--- src/rtl/rob_commit_pkg.sv ---
// rob_commit_pkg: shared widths, exception codes, unit ids and commit FSM states
package rob_commit_pkg;
    localparam int DataWidth = 32;
    localparam int RegWidth  = 5;
    localparam int ExcpWidth = 1;
    localparam int NAlu      = 3;
    localparam int CntFirst  = 0;
    localparam int CntLast   = 15;
    localparam int CntWidth  = $clog2(CntLast + 1);
    localparam int UnitWidth = $clog2(NAlu + 2);
    localparam int NoUnit    = 0;
    localparam logic [ExcpWidth-1:0] NoExcp = 1'b0;
    localparam logic [ExcpWidth-1:0] JExcp  = 1'b1;
    typedef enum logic {Run, Redirect} rob_state_e;
endpackage

--- src/rtl/rob_commit_slot.sv ---
// rob_slot: one result slot per execution unit; capture takes priority over clear
module rob_slot
    import rob_commit_pkg::*;
#(
    parameter int CntW = CntWidth
) (
    input  logic                 clk,
    input  logic                 rst,
    input  logic                 cap,
    input  logic                 clr,
    input  logic [CntW-1:0]      cap_cnt,
    input  logic [RegWidth-1:0]  cap_rd,
    input  logic [DataWidth-1:0] cap_data,
    input  logic [ExcpWidth-1:0] cap_excp,
    input  logic [DataWidth-1:0] cap_target,
    output logic                 valid,
    output logic [CntW-1:0]      cnt,
    output logic [RegWidth-1:0]  rd,
    output logic [DataWidth-1:0] data,
    output logic [ExcpWidth-1:0] excp,
    output logic [DataWidth-1:0] target
);
    always_ff @(posedge clk or posedge rst)
        if (rst) begin
            valid  <= 1'b0;
            cnt    <= '0;
            rd     <= '0;
            data   <= '0;
            excp   <= NoExcp;
            target <= '0;
        end else if (cap) begin
            valid  <= 1'b1;
            cnt    <= cap_cnt;
            rd     <= cap_rd;
            data   <= cap_data;
            excp   <= cap_excp;
            target <= cap_target;
        end else if (clr) begin
            valid  <= 1'b0;
        end
endmodule

--- src/rtl/rob_commit.sv ---
// rob_commit: in-order commit of ALU/MEM results by issue tag, with jump redirect
module rob_commit
    import rob_commit_pkg::*;
#(
    parameter int nALU      = NAlu,
    parameter int CNT_FIRST = CntFirst,
    parameter int CNT_LAST  = CntLast,
    localparam int CntW     = $clog2(CNT_LAST + 1),
    localparam int UnitW    = $clog2(nALU + 2)
) (
    input  logic                      clk,
    input  logic                      rst,
    input  logic [nALU-1:0]           i_ALU_valid,
    input  logic [nALU*CntW-1:0]      i_ALU_cnt,
    input  logic [nALU*RegWidth-1:0]  i_ALU_rd,
    input  logic [nALU*DataWidth-1:0] i_ALU_data,
    input  logic [nALU*ExcpWidth-1:0] i_ALU_excp,
    input  logic [nALU*DataWidth-1:0] i_ALU_target,
    input  logic                      i_MEM_valid,
    input  logic [CntW-1:0]           i_MEM_cnt,
    input  logic [RegWidth-1:0]       i_MEM_rd,
    input  logic [DataWidth-1:0]      i_MEM_data,
    input  logic [ExcpWidth-1:0]      i_MEM_excp,
    output logic [RegWidth-1:0]       o_ROB_wreg,
    output logic [DataWidth-1:0]      o_ROB_wdata,
    output logic [UnitW-1:0]          o_ROB_free,
    output logic                      o_PCREG_jump,
    output logic [DataWidth-1:0]      o_PCREG_target,
    output logic                      o_err
);
    rob_state_e state, state_n;
    logic [CntW-1:0] expected;
    logic [nALU:0] cap, clr, s_valid;
    logic [CntW-1:0] c_cnt [nALU:0], s_cnt [nALU:0];
    logic [RegWidth-1:0] c_rd [nALU:0], s_rd [nALU:0];
    logic [DataWidth-1:0] c_data [nALU:0], s_data [nALU:0], c_target [nALU:0], s_target [nALU:0];
    logic [ExcpWidth-1:0] c_excp [nALU:0], s_excp [nALU:0];
    logic hit, multi, commit;
    logic [UnitW-1:0] sel;
    logic [RegWidth-1:0] sel_rd;
    logic [DataWidth-1:0] sel_data, sel_target;
    logic [ExcpWidth-1:0] sel_excp;

    for (genvar u = 0; u <= nALU; u++) begin : g_slot
        if (u < nALU) begin : g_alu
            assign cap[u]      = i_ALU_valid[u];
            assign c_cnt[u]    = i_ALU_cnt[u*CntW +: CntW];
            assign c_rd[u]     = i_ALU_rd[u*RegWidth +: RegWidth];
            assign c_data[u]   = i_ALU_data[u*DataWidth +: DataWidth];
            assign c_excp[u]   = i_ALU_excp[u*ExcpWidth +: ExcpWidth];
            assign c_target[u] = i_ALU_target[u*DataWidth +: DataWidth];
        end else begin : g_mem
            assign cap[u]      = i_MEM_valid;
            assign c_cnt[u]    = i_MEM_cnt;
            assign c_rd[u]     = i_MEM_rd;
            assign c_data[u]   = i_MEM_data;
            assign c_excp[u]   = i_MEM_excp;
            assign c_target[u] = '0;
        end
        // Redirect flushes every wrong-path slot; a same-cycle capture still wins inside the slot
        assign clr[u] = (state == Redirect) || (commit && sel == UnitW'(u));
        rob_slot #(.CntW(CntW)) u_slot (
            .clk(clk), .rst(rst), .cap(cap[u]), .clr(clr[u]),
            .cap_cnt(c_cnt[u]), .cap_rd(c_rd[u]), .cap_data(c_data[u]),
            .cap_excp(c_excp[u]), .cap_target(c_target[u]),
            .valid(s_valid[u]), .cnt(s_cnt[u]), .rd(s_rd[u]), .data(s_data[u]),
            .excp(s_excp[u]), .target(s_target[u])
        );
    end

    always_comb begin
        hit = 1'b0;
        multi = 1'b0;
        sel = '0;
        sel_rd = '0;
        sel_data = '0;
        sel_excp = NoExcp;
        sel_target = '0;
        for (int i = 0; i <= nALU; i++)
            if (s_valid[i] && s_cnt[i] == expected) begin
                multi = multi | hit;
                if (!hit) begin
                    sel = UnitW'(i);
                    sel_rd = s_rd[i];
                    sel_data = s_data[i];
                    sel_excp = s_excp[i];
                    sel_target = s_target[i];
                end
                hit = 1'b1;
            end
    end

    assign commit = (state == Run) && hit;

    always_ff @(posedge clk or posedge rst)
        if (rst) state <= Run;
        else state <= state_n;

    always_comb state_n = (commit && sel_excp == JExcp) ? Redirect : Run;

    always_ff @(posedge clk or posedge rst)
        if (rst) begin
            o_ROB_wreg <= '0;
            o_ROB_wdata <= '0;
            o_ROB_free <= '0;
            o_PCREG_jump <= 1'b0;
            o_PCREG_target <= '0;
            o_err <= 1'b0;
            expected <= CntW'(CNT_FIRST + 1);
        end else begin
            o_ROB_wreg <= commit ? sel_rd : '0;
            o_ROB_free <= commit ? sel + UnitW'(1) : UnitW'(NoUnit);
            o_PCREG_jump <= state_n == Redirect;
            o_err <= o_err | (|(cap & s_valid)) | (commit && multi);
            if (commit) o_ROB_wdata <= sel_data;
            if (state_n == Redirect) o_PCREG_target <= sel_target;
            if (commit) expected <= (expected == CntW'(CNT_LAST)) ? CntW'(CNT_FIRST + 1) : expected + CntW'(1);
        end
endmodule

--- config.mk ---
export PLATFORM = sky130hd
export DESIGN_NAME = rob_commit
export DESIGN_NICKNAME = d
export VERILOG_FILES = /design/src/rtl/rob_commit_pkg.sv /design/src/rtl/rob_commit_slot.sv /design/src/rtl/rob_commit.sv
export SDC_FILE = /design/constraint.sdc
export NUM_CORES = 1
export LEC_CHECK = 0
export ABC_AREA = 1
export BUFFER_PORTS_ARGS = -buffer_cell sky130_fd_sc_hd__buf_2
export CORE_MARGIN = 2
export CORE_UTILIZATION = 40
export CTS_BUF_LIST = sky130_fd_sc_hd__clkbuf_4
export DETAILED_ROUTE_END_ITERATION = 8
export MAX_ROUTING_LAYER = met4
export PLACE_DENSITY = 0.65
export SLEW_MARGIN = 20
export SYNTH_ARGS = -nofsm -noshare
export SYNTH_HDL_FRONTEND = slang
export SYNTH_SLANG_ARGS = --single-unit
--- constraint.sdc ---
create_clock -name clk -period 26.4 [get_ports clk]
set_input_delay 3.96 -clock clk [delete_from_list [all_inputs] [get_ports clk]]
set_output_delay 3.96 -clock clk [all_outputs]
set_load 0.02 [all_outputs]
# Word level (Yosys, flattened, before mapping)

Cells that the tools add are included.

$add $sub $neg: 2
Equality and inequality tests: 8
Mux-type cells: 53
Bitwise gates (word level): 6
Reduce and logical (&&, ||, !) cells: 21

Operators by type and width:

| kind                                          | number |
|---|---|
| 2-to-1 mux 32 bit                             | 14 |
| 2-to-1 mux 5 bit                              | 8 |
| 2-to-1 mux 1 bit                              | 25 |
| == test 4 bit                                 | 4 |
| 2-to-1 mux 3 bit                              | 5 |
| logical AND 1 bit                             | 11 |
| nonzero test 2 bit                            | 4 |
| == test 3 x 2 -> 1 bit, second input constant | 2 |
| adder 4 x 1 -> 4 bit, second input constant   | 1 |
| bitwise AND 4 bit                             | 1 |
| == test 4 bit, second input constant          | 1 |
| logical OR 1 bit                              | 4 |
| 2-to-1 mux 4 bit                              | 1 |
| bitwise OR 1 bit                              | 4 |
| OR reduction 4 bit                            | 1 |
| adder 3 x 1 -> 3 bit, second input constant   | 1 |
| == test 3 x 1 -> 1 bit, second input constant | 1 |
| zero test 3 bit                               | 1 |
| inverter 1 bit                                | 1 |

Flip-flop bits (word level): 346
Bits of input ports: 270
Output and inout bits: 74
Word-level logic and storage cells: 120

# Logic depth before layout (Yosys ltp)

Gate-level depths: netlist (run 1).

Depth after elaboration: 14
Gate-level depth with buffers: 15
Gate-level depth less buffers: 14

# Cells and area by module

Synthesis (run 1) repeated with hierarchy kept, for this count alone.

Cells, all modules: 2102
Area, all modules: 16712.3 um^2

Modules (own cells, without submodules):

| module     | times used | cells an instance | area an instance (um^2) | seq. area each (um^2) |
|---|---|---|---|---|
| rob_slot   | 4          | 318               | 2819.0                  | 1876.8 |
| rob_commit | 1          | 830               | 5436.5                  | 1953.1 |

# Least setup slack after synthesis (run 1)

Ideal clock, no wire load.

Kind: input port to flip-flop
Start: in i_ALU_valid[2]
End: reg g_slot[2].u_slot.data[11]
Library setup time: 0.066 ns
Data arrival time: 4.888 ns
Data required time: 26.334 ns
Path slack: 21.446 ns
Stages: 6
Path buffers: 3
Cells stage by stage: clkbuf_1 -> inv_1 -> clkbuf_1 -> buf_1 -> nand2_1 -> nand2_1

RTL lines:

| element              | RTL line              | text |
|---|---|---|
| from (decl)          | rob_commit.sv:13      | `input logic [nALU-1:0] i_ALU_valid,` |
| to (signal assigned) | rob_commit_slot.sv:35 | `data <= cap_data;` |
| to (decl)            | rob_commit_slot.sv:19 | `output logic [DataWidth-1:0] data,` |

# Worst setup path after layout (run 1)

Start: reg o_PCREG_jump
End: out o_PCREG_jump

RTL lines:

| element                | RTL line          | text |
|---|---|---|
| from (decl)            | rob_commit.sv:27  | `output logic o_PCREG_jump,` |
| from (signal assigned) | rob_commit.sv:113 | `o_PCREG_jump <= state_n == Redirect;` |

No word-level cell between the ends.

==> results.ini, run 1 <==
[detailed_routing]
drt-pass1-iter-count = 5
routed_via_density = 4.93
drt-initial-drc-count = 812
drtAntennaViolNets = 0
wire_per_inst_um = 17.4
vias = 14117
routed_wl_mm = 49.8
drc = 0

[min_path]
worstHoldPathType = reg -> reg
whs_path_depth = 2
hp-start = g_slot[3].u_slot.data[11]$_DFFE_PP0P_
min_to = g_slot[3].u_slot.data[11]$_DFFE_PP0P_

[worst_setup_path]
critical-path-slowest-cell = dfrtp_1
path_max_fanout = 6
critPathRequiredTime_ns = 22.44
worstPathArrival_ns = 1.54
crit_family = flip-flops
rrSetupSlack_ns = 22.52
r2r_end = o_PCREG_target[29]$_DFFE_PP0P_
reg2reg_from = expected[0]$_DFFE_PP1P_
worst-path-buf-inv = 1
path_class = reg -> out
startpoint_type = register
path_cells = buf_2
reg2reg_depth = 14
worstSetupEndpointType = output pin
slowest_delay_ns = 0.55

[pwr]
leakagePower_nw = 10.4
p_sw_frac = 0.392
intPower_mw = 1.02
power.total_mw = 1.68
pwr-share-comb = 0.319
ir_drop_mv = 0.0510
seq_power_share = 0.391
p_switching_mw = 0.659
p_clk_frac = 0.290
p_per_area_mw_per_mm2 = 91.2

[floorplan]
start_util = 0.406
die_area_mm2 = 0.0397
ios = 344
die_y_um = 199
coreArea_mm2 = 0.0376
fp.dieW_um = 199
num_rows = 71

[placement]
placed_cells = 2690
finalWeightedCongestion = 0.827
placedInstanceArea_mm2 = 0.0172
hpwl_mm = 31.1
io_buffers = 343

[clocking]
cts-resized-gates = 0
cts.reportedPaths.clkPinSlew_ns = 0.07
htreeDepth = 3
postCtsSetupBuffers = 0
clockBufferDepth = 3
cts-buffers-inserted = 92
clock_sinks = 346
cts_tree = yes
cts_hold_buffers = 0
cts-root-buf = clkbuf_4
clkLatencyLatePin_ns = 0.78

[sta]
setup_tns_ns = 0
rsz0062_at_grt = false
tightest_slew_ns = 1.09
timing.final.crit_share = 0.208
clock_skew_ns = 0.0412
setup_viol = 0
slew-limit-headroom = 0.273
hold_viol_final = 0
slew_violations = 0
min_period_ns = 5.50
fmax_mhz = 182

[cells_and_area]
n_fill_cell = 3856
finalNetCount = 2544
drive_gt1_frac = 0.229
synthToLayoutAreaGrowth_pct = 21.1
final_cells = 2861
stdcell_area_mm2 = 0.0185
final_cell_mix = nand2_1, dfrtp_1, buf_2
layout_commonest_cell = nand2_1

[global_route]
grt_pass1_vias = 14185
antenna_found_initial = 11
grt_use_met3 = 0.0653
use_met2 = 0.412
grtUsageTotal = 0.260
grt_pass1_wl_mm = 76.2
overflow = 0
grt_max_degree = 109
busiest_layer = met2
use_met1 = 0.330

[yosys]
yosys_warnings = 0
synth_area_per_cell_um2 = 7.91
synth_area_mm2 = 0.0152
yosysSeqAreaShare = 0.568
syn_nets = 2199
synth-seq-cells = 346
syn_inst = 1928
synthDistinctLibCells = 31

[status]
status = complete, no violations

[flow_run]
cap_viol_max_count = 0

-- how the worst max path moves through the flow --
stage	startpoint	to	cells after the start
floorplan	rst	expected[1]$_DFFE_PP0P_	1
global placement	rst	g_slot[1].u_slot.data[23]$_DFFE_PP0P_	4
detailed placement	rst	g_slot[3].u_slot.data[23]$_DFFE_PP0P_	4
CTS	rst	o_ROB_wdata[30]$_DFFE_PP0P_	4
global route	rst	o_ROB_wdata[30]$_DFFE_PP0P_	4
finish	o_PCREG_jump$_DFF_PP0_	o_PCREG_jump	1
-- cell type report --
class | instances | area (um2) | area share
Multi-Input combinational cell | 1334 | 5560 | 0.302
Clock buffer | 141 | 1060 | 0.0574
Clock inverter | 16 | 125 | 0.00678
Timing Repair Buffer | 355 | 1820 | 0.0987
Tap cell | 511 | 639 | 0.0346
Sequential cell | 346 | 8660 | 0.469
Antenna cell | 14 | 35.0 | 0.00190
Inverter | 144 | 549 | 0.0298
-- power groups by stage --
stage | Combinational [mW] | Sequential, mW | Clock, mW
2_1_floorplan | 0.322 | 0.697 | 0
3_3_place_gp | 0.530 | 0.664 | 0
3_5_place_dp | 0.539 | 0.666 | 0
4_1_cts | 0.542 | 0.657 | 0.499
5_1_grt | 0.601 | 0.666 | 0.528
6_report | 0.536 | 0.658 | 0.488
-- flip-flops by register name, indices dropped and copies added, names as in the netlist --
signal	flops
expected	4
g_slot.u_slot.cnt	16
g_slot.u_slot.data	128
g_slot.u_slot.excp	4
g_slot.u_slot.rd	20
g_slot.u_slot.target	96
g_slot.u_slot.valid	4
o_PCREG_jump	1
o_PCREG_target	32
o_ROB_free	3
o_ROB_wdata	32
o_ROB_wreg	5
o_err	1
-- logic make-up after synthesis --
kind of cell,count (synthesis),synth area share
AO/OA/AOI/OAI,252,0.0837
AND/OR/NAND/NOR,1078,0.278
XOR/XNOR,3,0.00172
adder cells (fa/ha/maj),1,0.000821
flip-flops,346,0.568
buffers and inverters,248,0.0676
-- routing by layer --
layer  part of all wire  up-vias
li1                   -     6700
met1               0.43     6738
met2               0.46      572
met3              0.084      107
met4              0.021        0
met5                  0        -
-- cell usage after synthesis --
master / count / area, um2
nand2_2: 3 / 18.8
inv_2: 9 / 33.8
o211ai_1: 2 / 15.0
nand3_1: 54 / 270
xnor2_1: 2 / 17.5
nor2_2: 4 / 25.0
buf_1: 6 / 22.5
o21ai_0: 204 / 1020
buf_4: 7 / 52.6
inv_1: 132 / 495
nor2_4: 2 / 22.5
ha_1: 1 / 12.5
buf_2: 28 / 140
buf_6: 5 / 56.3
nand3_2: 3 / 30.0
nand4_1: 8 / 50.1
a31o_2: 1 / 8.76
o31ai_1: 2 / 15.0
dfrtp_1: 345 / 8630
o22ai_1: 1 / 6.26
nand2_1: 944 / 3540
dfstp_2: 1 / 26.3
nor2_1: 54 / 203
nand3b_1: 1 / 7.51
xor2_1: 1 / 8.76
a21oi_1: 7 / 35.0
clkbuf_1: 58 / 218
nand2_4: 3 / 33.8
o21ai_1: 35 / 175
nand3_4: 2 / 35.0
clkinv_1: 3 / 11.3
-- metrics by stage --
step / hold WS, ns / worst slack, ns / utilization
floorplan: 0.437 / 12.85 / -
global placement: 0.448 / 19.59 / 0.458
detailed placement: 0.453 / 19.52 / 0.458
CTS: 0.469 / 20.37 / 0.490
global route: 0.488 / 20.73 / 0.491
finish: 0.465 / 20.90 / 0.491
No activity file was read; power rests on OpenSTA's default activity.
==> inputs of run 2 (changes only) <==
- PLACE_DENSITY: 0.65 -> 0.67
- clock period: 26.4 -> 4.6 ns (I/O delays scaled with it)
==> results.ini, run 2 (synthesized netlist as in run 1, its figures left out) <==
[floorplan]
fp.dieW_um = 199
num_rows = 71
ios = 344
coreArea_mm2 = 0.0376
die_area_mm2 = 0.0397
die_y_um = 199
start_util = 0.406

[sta]
tightest_slew_ns = 1.06
slew_violations = 0
timing.final.crit_share = 0.708
clock_skew_ns = 0.0380
setup_viol = 0
hold_viol_final = 0
rsz0062_at_grt = false
slew-limit-headroom = 0.292
fmax_mhz = 307
hold_ws_ns = 0.0934
min_period_ns = 3.26

[worst_setup_path]
startpoint_type = register
slowest_delay_ns = 0.60
reg2reg_depth = 13
cp-endpoint = o_PCREG_target[28]$_DFFE_PP0P_
critical-path-slowest-cell = dfstp_2
worstSetupEndpointType = register
worstPathArrival_ns = 3.90
crit_family = simple AND/OR/NAND/NOR gates
r2r_end = o_PCREG_target[28]$_DFFE_PP0P_
critPathRequiredTime_ns = 5.25
path_cells = inv_2, nand2_1, nand2_1, nor2_1, nand2_1, nor2_2, nand3_2, nor2_2, nor2_4, nand2_4, nand2_4, nand2_1, nand2_1
critical_path.most_common_cell = nand2_1
cp.depth = 13
path_class = reg -> reg
worst-path-buf-inv = 1
timing.critical_path.from = expected[0]$_DFFE_PP1P_
rrSetupSlack_ns = 1.34
reg2reg_from = expected[0]$_DFFE_PP1P_
path_max_fanout = 33

[cells_and_area]
finalNetCount = 2552
layout_commonest_cell = nand2_1
finish.utilization = 0.492
regMostFlops = g_slot.u_slot.data
synthToLayoutAreaGrowth_pct = 21.3
n_fill_cell = 3789
register_area_mm2 = 0.00866
drive_gt1_frac = 0.228
largest_reg_flops = 128
final_cell_mix = nand2_1, dfrtp_1, buf_2
top_regs = g_slot.u_slot.data (128), g_slot.u_slot.target (96)
multi_input_area_mm2 = 0.00556

[global_route]
busiest_layer = met2
grt_pass1_wl_mm = 77.7
antenna_found_initial = 13
use_met1 = 0.335
grt_max_degree = 128
grt_pass1_vias = 14405
grtUsageTotal = 0.264
use_met2 = 0.414
grt_use_met3 = 0.0655
overflow = 0

[pwr]
ir_drop_mv = 0.287
p_clk_frac = 0.289
seq_power_share = 0.391
pwr-share-comb = 0.320
leakagePower_nw = 10.4
p_sw_frac = 0.391
power.total_mw = 9.68
intPower_mw = 5.89
p_per_area_mw_per_mm2 = 523
p_switching_mw = 3.79

[detailed_routing]
routed_via_density = 4.91
drc = 0
wire_per_inst_um = 17.5
drt-pass1-iter-count = 5
routed_wl_mm = 50.0
drt-initial-drc-count = 718
vias = 14054
drtAntennaViolNets = 0

[flow_run]
cap_viol_max_count = 0

[clocking]
cts-root-buf = clkbuf_4
cts_tree = yes
htreeDepth = 3
clock_sinks = 346
clockBufferDepth = 3
cts-buffers-inserted = 95
clkLatencyLatePin_ns = 0.80
cts-resized-gates = 0
cts.reportedPaths.clkPinSlew_ns = 0.06

[min_path]
worstHoldPathType = in -> reg

[status]
status = complete, no violations

[placement]
hpwl_mm = 31.6
finalWeightedCongestion = 0.877
io_buffers = 343

run 2: changes by cell type in the layout (fill, tap and decap cells not counted):
cell	change
inv_2	+2
buf_4	+4
clkinv_1	+2
clkbuf_4	-5
inv_8	-1
bufinv_16	+1
clkinv_2	-1
nand2_2	-1
nand2_1	+1
dlygate4sd3_1	+1
diode_2	+1
buf_12	+2
buf_6	-2
clkinvlp_4	-1
run 2: what timing repair did:
| action | in CTS | in global routing |
|---|---|---|
| hold buffers | 1 | 0 |
| buffers inserted | 0 | 0 |
| endpoints found under the hold margin | 12 | 0 |
run 2: worst min path at each step:
stage / end / depth (start not counted) / slack, ns / startpoint
after floorplan: g_slot[2].u_slot.rd[0]$_DFFE_PP0P_ / 2 / 0.44 / g_slot[2].u_slot.rd[0]$_DFFE_PP0P_
after global placement: g_slot[3].u_slot.data[8]$_DFFE_PP0P_ / 2 / 0.45 / g_slot[3].u_slot.data[8]$_DFFE_PP0P_
after detailed placement: g_slot[2].u_slot.target[4]$_DFFE_PP0P_ / 2 / 0.45 / g_slot[2].u_slot.target[4]$_DFFE_PP0P_
after CTS: g_slot[2].u_slot.target[14]$_DFFE_PP0P_ / 3 / 0.004 / i_ALU_target[78]
after global routing: g_slot[2].u_slot.target[14]$_DFFE_PP0P_ / 3 / 0.04 / i_ALU_target[78]
final: g_slot[3].u_slot.data[21]$_DFFE_PP0P_ / 3 / 0.09 / i_MEM_data[21]
run 2: through the flow:
stage,instance area [um2],setup TNS [ns],worst slack (ns),std cells
CTS,18500,0,1.35,2849
floorplan,15200,-248.28,-0.720,1928
global placement,17300,0,1.49,2694
detailed placement,17300,0,1.38,2694
finish,18500,0,1.34,2864
global route,18500,0,1.05,2862
run 2: area by class of cell:
class | instances | area share
antenna | 15 | 0.00203
clock buffer | 136 | 0.0552
clock inverter | 18 | 0.00819
inverter | 144 | 0.0294
multi-input combinational | 1334 | 0.301
sequential | 346 | 0.468
tap | 511 | 0.0346
timing repair buffer | 360 | 0.102
run 2: power by group through the flow:
stage | Combinational, mW | Clock, mW | Sequential [mW]
2_1_floorplan | 1.85 | 0 | 4.00
3_3_place_gp | 3.07 | 0 | 3.83
3_5_place_dp | 3.11 | 0 | 3.82
4_1_cts | 3.13 | 2.87 | 3.78
5_1_grt | 3.47 | 3.02 | 3.83
6_report | 3.10 | 2.79 | 3.78
run 2: per-layer routing:
metal  routed length, um  share of wire
met5                   0              0
met4                 947          0.019
met3                4150          0.083
met2               23000           0.46
met1               21900           0.44
run 2: worst reg2reg max path: cells and delay by family (launching register included):
kind                   cells  cell delay (ns)
buffers and inverters      1             0.08
DFF                        1             0.60
and+or+nand+nor           12             2.47
